## config.mk

```make
export PLATFORM = sky130hd
export DESIGN_NAME = snake_step_scanner_flat
export DESIGN_NICKNAME = d
export VERILOG_FILES = /design/src/rtl/snake_step_scanner_if.sv /design/src/rtl/snake_step_scanner.sv /design/src/flat_wrapper.sv
export SDC_FILE = /design/constraint.sdc
export NUM_CORES = 1
export LEC_CHECK = 0
export CAP_MARGIN = 25
export CELL_PAD_IN_SITES_DETAIL_PLACEMENT = 1
export CELL_PAD_IN_SITES_GLOBAL_PLACEMENT = 1
export CORE_MARGIN = 8
export CORE_UTILIZATION = 35
export DETAILED_ROUTE_END_ITERATION = 8
export GPL_TIMING_DRIVEN = 0
export PLACE_DENSITY_LB_ADDON = 0.1
export SLEW_MARGIN = 15
export SYNTH_ARGS = -nofsm -noshare
export SYNTH_HDL_FRONTEND = slang
export SYNTH_SLANG_ARGS = --single-unit
```

## constraint.sdc

```tcl
create_clock -name clk -period 2.7 [get_ports clk]
set_clock_uncertainty 0.15 [all_clocks]
set_input_delay 0.675 -clock clk [delete_from_list [all_inputs] [get_ports clk]]
set_output_delay 0.675 -clock clk [all_outputs]
set_load 0.01 [all_outputs]
```

## src/rtl/snake_step_scanner_if.sv

```systemverilog
// snake_step_scanner_if: step control, ROM address/data and display bus of the snake scanner
interface snake_step_scanner_if;
    logic       run;
    logic       dir;
    logic       step_once;
    logic [4:0] addr;
    logic [6:0] seg_a;
    logic [6:0] seg_b;
    logic [6:0] seg_c;
    logic [6:0] seg_d;
    logic [3:0] dp_in;
    logic [6:0] seg;
    logic       dp;
    logic [3:0] com;
    logic       step_tick;
    logic       wrap;
    modport master (
        output run, dir, step_once, seg_a, seg_b, seg_c, seg_d, dp_in,
        input  addr, seg, dp, com, step_tick, wrap
    );
    modport slave (
        input  run, dir, step_once, seg_a, seg_b, seg_c, seg_d, dp_in,
        output addr, seg, dp, com, step_tick, wrap
    );
endinterface

```

## src/rtl/snake_step_scanner.sv

```systemverilog
// snake_step_scanner: steps the shared snake ROM address and multiplexes the four digit patterns onto the display
module snake_step_scanner #(
    parameter int STEP_DIV  = 12_500_000,
    parameter int SCAN_DIV  = 50_000,
    parameter int LAST_ADDR = 19
) (
    input logic clk,
    input logic rst_n,
    snake_step_scanner_if.slave bus
);
    localparam int SW = (STEP_DIV > 2) ? $clog2(STEP_DIV) : 1;
    localparam int CW = (SCAN_DIV > 2) ? $clog2(SCAN_DIV) : 1;
    localparam logic [SW-1:0] STEP_LAST = SW'(STEP_DIV - 1);
    localparam logic [CW-1:0] SCAN_LAST = CW'(SCAN_DIV - 1);
    localparam logic [4:0]    ADDR_LAST = 5'(LAST_ADDR);

    logic [SW-1:0] pcnt;
    logic [CW-1:0] scnt;
    logic [1:0]    idx;
    logic          so_q;
    logic          so_h;
    logic          auto_ev;
    logic          man_ev;
    logic          ev;
    logic          at_end;
    logic [4:0]    nxt_addr;
    logic [6:0]    seg_sel;

    // manual steps count only while auto-advance is off
    assign auto_ev  = bus.run && pcnt == STEP_LAST;
    assign man_ev   = !bus.run && so_q && !so_h;
    assign ev       = auto_ev || man_ev;
    assign at_end   = bus.dir ? bus.addr == 5'd0 : bus.addr == ADDR_LAST;
    assign nxt_addr = bus.dir ? (at_end ? ADDR_LAST : bus.addr - 5'd1)
                              : (at_end ? 5'd0 : bus.addr + 5'd1);
    assign seg_sel  = idx == 2'd0 ? bus.seg_a :
                      idx == 2'd1 ? bus.seg_b :
                      idx == 2'd2 ? bus.seg_c : bus.seg_d;

    always_ff @(posedge clk or negedge rst_n) begin
        if (!rst_n) begin
            pcnt          <= '0;
            so_q          <= 1'b0;
            so_h          <= 1'b0;
            bus.addr      <= 5'd0;
            bus.step_tick <= 1'b0;
            bus.wrap      <= 1'b0;
        end else begin
            if (bus.run) pcnt <= auto_ev ? '0 : pcnt + 1'b1;
            so_q          <= bus.step_once;
            so_h          <= so_q;
            if (ev) bus.addr <= nxt_addr;
            bus.step_tick <= ev;
            bus.wrap      <= ev && at_end;
        end
    end

    // scan runs regardless of run; outputs lag the digit index by one register
    always_ff @(posedge clk or negedge rst_n) begin
        if (!rst_n) begin
            scnt    <= '0;
            idx     <= 2'd0;
            bus.seg <= 7'h7F;
            bus.dp  <= 1'b1;
            bus.com <= 4'hF;
        end else begin
            scnt    <= scnt == SCAN_LAST ? '0 : scnt + 1'b1;
            if (scnt == SCAN_LAST) idx <= idx + 2'd1;
            bus.com <= ~(4'b0001 << idx);
            bus.seg <= seg_sel;
            bus.dp  <= bus.dp_in[idx];
        end
    end
endmodule

```

## src/flat_wrapper.sv

```systemverilog
// flat-port wrapper written by rule: the top's interface ports become plain ports
module snake_step_scanner_flat 
#(
    parameter int STEP_DIV  = 12_500_000,
    parameter int SCAN_DIV  = 50_000,
    parameter int LAST_ADDR = 19
)
  (clk, rst_n, bus_run, bus_dir, bus_step_once, bus_seg_a, bus_seg_b, bus_seg_c, bus_seg_d, bus_dp_in, bus_addr, bus_seg, bus_dp, bus_com, bus_step_tick, bus_wrap);
  snake_step_scanner_if bus_i ();
  input logic clk;
  input logic rst_n;
  input wire logic [$bits(bus_i.run)-1:0] bus_run;
  input wire logic [$bits(bus_i.dir)-1:0] bus_dir;
  input wire logic [$bits(bus_i.step_once)-1:0] bus_step_once;
  input wire logic [$bits(bus_i.seg_a)-1:0] bus_seg_a;
  input wire logic [$bits(bus_i.seg_b)-1:0] bus_seg_b;
  input wire logic [$bits(bus_i.seg_c)-1:0] bus_seg_c;
  input wire logic [$bits(bus_i.seg_d)-1:0] bus_seg_d;
  input wire logic [$bits(bus_i.dp_in)-1:0] bus_dp_in;
  output wire logic [$bits(bus_i.addr)-1:0] bus_addr;
  output wire logic [$bits(bus_i.seg)-1:0] bus_seg;
  output wire logic [$bits(bus_i.dp)-1:0] bus_dp;
  output wire logic [$bits(bus_i.com)-1:0] bus_com;
  output wire logic [$bits(bus_i.step_tick)-1:0] bus_step_tick;
  output wire logic [$bits(bus_i.wrap)-1:0] bus_wrap;
  assign bus_i.run = bus_run;
  assign bus_i.dir = bus_dir;
  assign bus_i.step_once = bus_step_once;
  assign bus_i.seg_a = bus_seg_a;
  assign bus_i.seg_b = bus_seg_b;
  assign bus_i.seg_c = bus_seg_c;
  assign bus_i.seg_d = bus_seg_d;
  assign bus_i.dp_in = bus_dp_in;
  assign bus_addr = bus_i.addr;
  assign bus_seg = bus_i.seg;
  assign bus_dp = bus_i.dp;
  assign bus_com = bus_i.com;
  assign bus_step_tick = bus_i.step_tick;
  assign bus_wrap = bus_i.wrap;
  snake_step_scanner #(.STEP_DIV(STEP_DIV), .SCAN_DIV(SCAN_DIV), .LAST_ADDR(LAST_ADDR)) u_core (.clk(clk), .rst_n(rst_n), .bus(bus_i));
endmodule
```

==> metrics.log <==
[metrics] WP depth: 6
[metrics] antenna violations before repair: 0
[metrics] core outline area: 8590 um^2
[metrics] element type at the critical path start: flop
[metrics] Placement Rows: 34
[metrics] cell taking the most area after synthesis: sky130_fd_sc_hd__dfrtp_1
[metrics] Netlist Area Pre-Place: 3040 um^2
[metrics] clock-pin slew of the registers on the worst-case setup and hold paths: 70 ps
[metrics] largest stage delay on the critical path: 550 ps
[metrics] number of setup violations in the final report: 0
[metrics] final slew viol count: 0
[metrics] number of flip-flops and latches in the synthesized netlist: 63
[metrics] layout cells sized above 1: 9.89%
[metrics] max capacitance violation total: 0
[metrics] slew of the pin with the lowest slew margin: 540 ps
[metrics] total power divided by cell area: 596 nW/um^2
[metrics] aggregate routed wire length: 7520 um
[metrics] share of the clock period used by the worst path: 94.2%
[metrics] worst vdd ir: 0.000211 V
[metrics] commonest register cell after synthesis: sky130_fd_sc_hd__dfrtp_1
[metrics] critical path class: reg2reg
[metrics] Max Fanout on Critical Path: 7
[metrics] cells taking the most area after synthesis: sky130_fd_sc_hd__dfrtp_1 42%, sky130_fd_sc_hd__dfstp_2 10%, sky130_fd_sc_hd__xor2_1 5.2%
[metrics] CTS H-tree depth: 3
[metrics] total clock sinks: 63
[metrics] fraction of synthesis flops using an asynchronous set or reset pin: 100%
[metrics] TritonCTS clock tree: yes
[metrics] first-pass GRT wire length: 12900 um
[metrics] fraction of post-synthesis cell area in the top cell type by area: 41.9%
[metrics] tightest slew margin relative to the limit: 64.0%
[metrics] post-cts sizing count: 1
[metrics] pre-CTS worst setup slack: -499 ps
[metrics] clock insertion delay at the later pin of the skew report: 340 ps
[metrics] Post-synth EDFFs: 0
[metrics] cell type group with the largest total delay on the critical path: simple AND/OR/NAND/NOR gates
[metrics] critical-path cell with the highest stage delay: sky130_fd_sc_hd__or4_4
[metrics] area of the die: 11900 um^2
[metrics] antenna diode count: 0
[metrics] via count: 2399
[metrics] cells after synthesis: 302
[metrics] Hold Crit Class: in2async
[metrics] total overflow reported by the global router: 0
[metrics] via density per instance: 4.98
[metrics] count of buffers from port buffering: 54
[metrics] Syn-to-layout area delta: 29.2%
[metrics] number of design rule violations left after detail routing: 0
[metrics] Avg WL per Cell: 15.6 um
[metrics] crit path setup slack, layout: 155 ps
[metrics] largest buffer count on any clock path: 2
[metrics] total of fill cells in the finished design: 978
[metrics] net count of the mapped netlist: 347
[metrics] overall die height: 109 um
[metrics] combined buffer and inverter count along the critical path: 1
[metrics] worst r2r path cells: 6
[metrics] setup TNS after final layout: 0 ps
[metrics] CP endpoint kind: flop
[metrics] cell chain of the critical path: or4b_1 -> or4_4 -> o31a_1 -> inv_1 -> o21ai_0 -> o21ai_0
[metrics] number of nets with antenna violations after detailed routing: 0
[metrics] data arrival time at the worst-slack endpoint: 2650 ps
[metrics] largest net degree at the start of global routing: 36
[metrics] via count of the first global-routing pass: 2554
[metrics] maximum clock rate: 0.393 GHz
[metrics] Synth cell types: 42
[metrics] leakage: 1.69 nW
[metrics] post-CTS setup-driven buffer insertion count: 0
[metrics] WP data required: 2810 ps
[metrics] number of CTS-inserted buffers: 9
[metrics] number of search-and-repair iterations in the first detailed-routing pass: 4
[metrics] RSZ-0062 raised after global routing: no
[metrics] post-layout min period: 2540 ps
[metrics] Final Wtd Congestion: 0.729
[metrics] DRC violation total after the first TritonRoute iteration: 45
[metrics] dominant cell type by count on the critical path: sky130_fd_sc_hd__o21ai_0
[metrics] Post-CTS Hold Fix Bufs: 0
[metrics] number of top-level design ports: 56
[metrics] Final HPWL DP: 5560 um
[metrics] Placed Area: 3740 um^2
[metrics] cell area after layout: 3930 um^2
[metrics] initial standard-cell utilization of the core: 35.4%
[metrics] final hold violation count: 0
[metrics] post-synthesis sequential area ratio: 52.3%
[metrics] number of nets in the final layout: 414
[metrics] total number of yosys warnings: 0
[metrics] CTS Root Cell: sky130_fd_sc_hd__clkbuf_8
[metrics] overall die width: 109 um
[metrics] mean cell area of the mapped netlist: 10.1 um^2
[metrics] global routing usage summed across all routing layers: 13.9%
[metrics] status: completed
[per-stage QoR]
step           hold slack, ps  utilization, %  power [mW]  std cells
4_1_cts                   105            45.4        2.37        482
6_report                  108            45.8        2.34        482
5_1_grt                   121            45.8        2.49        482
3_5_place_dp              215            43.5        1.65        466
2_1_floorplan             197               -        1.41        302
3_3_place_gp              209            43.3        1.63        464
[routing by layer]
metal / global-route usage (%) / part of all wire, % / vias up
met2: 22.5 / 47 / 32
met3: 3.66 / 3.7 / 13
met4: 6.36 / 1.9 / 0
met5: 0 / 0 / -
li1: - / - / 1174
met1: 17.0 / 47 / 1180
[kinds of logic (layout without fill, tap and decap cells)]
logic type               count (synthesis)  in the layout  share of synthesized area, %
AND/OR/NAND/NOR                        124            124                          20.2
flip-flops                              63             63                          52.3
AO/OA/AOI/OAI                           41             41                          7.93
XOR/XNOR                                34             34                          9.78
buffers and inverters                   22             94                          2.75
multiplexers                            10             10                          3.74
adder cells (fa/ha/maj)                  8              8                          3.29
[Yosys cell counts (all sizes together), types with 3 or more instances]
library cell  instances
nor2b                 3
nand3                19
dfrtp                51
clkbuf                6
nor4                  3
dfstp                12
nand2b                3
ha                    8
a21oi                11
nand2                26
nand4                 9
xnor2                16
nor2                 36
xor2                 18
mux2i                 8
and3                  3
nor3                 10
inv                  15
o21ai                19
[where the power goes]
| part | total (mW) | internal (mW) | switching, mW |
|---|---|---|---|
| Combinational | 0.478 | 0.251 | 0.226 |
| Sequential | 1.17 | 1.04 | 0.126 |
| Clock | 0.697 | 0.326 | 0.371 |
| Total | 2.34 | 1.62 | 0.723 |
[cell usage in the layout, fill, tap and decap left out, types with 2 or more instances in the layout]
cell / instances
sky130_fd_sc_hd__nand3b_1: 2
sky130_fd_sc_hd__clkbuf_1: 8
sky130_fd_sc_hd__clkbuf_8: 9
sky130_fd_sc_hd__dfrtp_1: 51
sky130_fd_sc_hd__a21oi_1: 11
sky130_fd_sc_hd__clkdlybuf4s50_1: 53
sky130_fd_sc_hd__ha_1: 8
sky130_fd_sc_hd__inv_1: 15
sky130_fd_sc_hd__xor2_1: 18
sky130_fd_sc_hd__and3_1: 3
sky130_fd_sc_hd__xnor2_1: 16
sky130_fd_sc_hd__nand4_1: 9
sky130_fd_sc_hd__a21o_1: 2
sky130_fd_sc_hd__nand3_1: 19
sky130_fd_sc_hd__nand2_1: 26
sky130_fd_sc_hd__o21ai_0: 19
sky130_fd_sc_hd__dfstp_2: 12
sky130_fd_sc_hd__nand2b_1: 3
sky130_fd_sc_hd__clkinv_2: 5
sky130_fd_sc_hd__and2_1: 2
sky130_fd_sc_hd__nor2b_1: 3
sky130_fd_sc_hd__mux2i_1: 8
sky130_fd_sc_hd__nor3_1: 9
sky130_fd_sc_hd__nor2_1: 36
[area by class of cell]
| cell class | instances | area (um^2) | share of cell area, % |
|---|---|---|---|
| Clock inverter | 5 | 25.0 | 0.636 |
| Multi-Input combinational cell | 217 | 1400 | 35.7 |
| Tap cell | 108 | 135 | 3.44 |
| Sequential cell | 63 | 1590 | 40.5 |
| Clock buffer | 11 | 131 | 3.34 |
| Buffer | 7 | 27.5 | 0.700 |
| Inverter | 15 | 56.3 | 1.43 |
| Timing Repair Buffer | 56 | 562 | 14.3 |
[registers in the layout, summed over array words and instances (netlist names)]
signal / count
u_core.bus.com: 4
u_core.bus.dp: 1
u_core.pcnt: 24
u_core.idx: 2
u_core.bus.step_tick: 1
u_core.bus.wrap: 1
u_core.so_q: 1
u_core.scnt: 16
u_core.bus.seg: 7
u_core.so_h: 1
u_core.bus.addr: 5
[worst register-to-register path, cell delays in order, from the launching register on]
cell and delay (ps):
sky130_fd_sc_hd__dfrtp_1 420, sky130_fd_sc_hd__or4b_1 540, sky130_fd_sc_hd__or4_4 550, sky130_fd_sc_hd__o31a_1 390
sky130_fd_sc_hd__inv_1 210, sky130_fd_sc_hd__o21ai_0 110, sky130_fd_sc_hd__o21ai_0 80
[worst paths after layout]
check / start / endpoint / slack [ps]
worst max-delay path: u_core.pcnt[16]$_DFFE_PN0P_ / u_core.bus.addr[0]$_DFFE_PN0P_ / 160
worst min-delay path: rst_n / u_core.bus.addr[4]$_DFFE_PN0P_ / 110
worst max register to register: u_core.pcnt[16]$_DFFE_PN0P_ / u_core.bus.addr[0]$_DFFE_PN0P_ / 160
worst min register to register: u_core.so_q$_DFF_PN0_ / u_core.so_h$_DFF_PN0_ / 230
max in group asynchronous: rst_n / u_core.pcnt[10]$_DFFE_PN0P_ / 1760
min in group clk: u_core.so_q$_DFF_PN0_ / u_core.so_h$_DFF_PN0_ / 230
(Power assumes the default switching activity.)
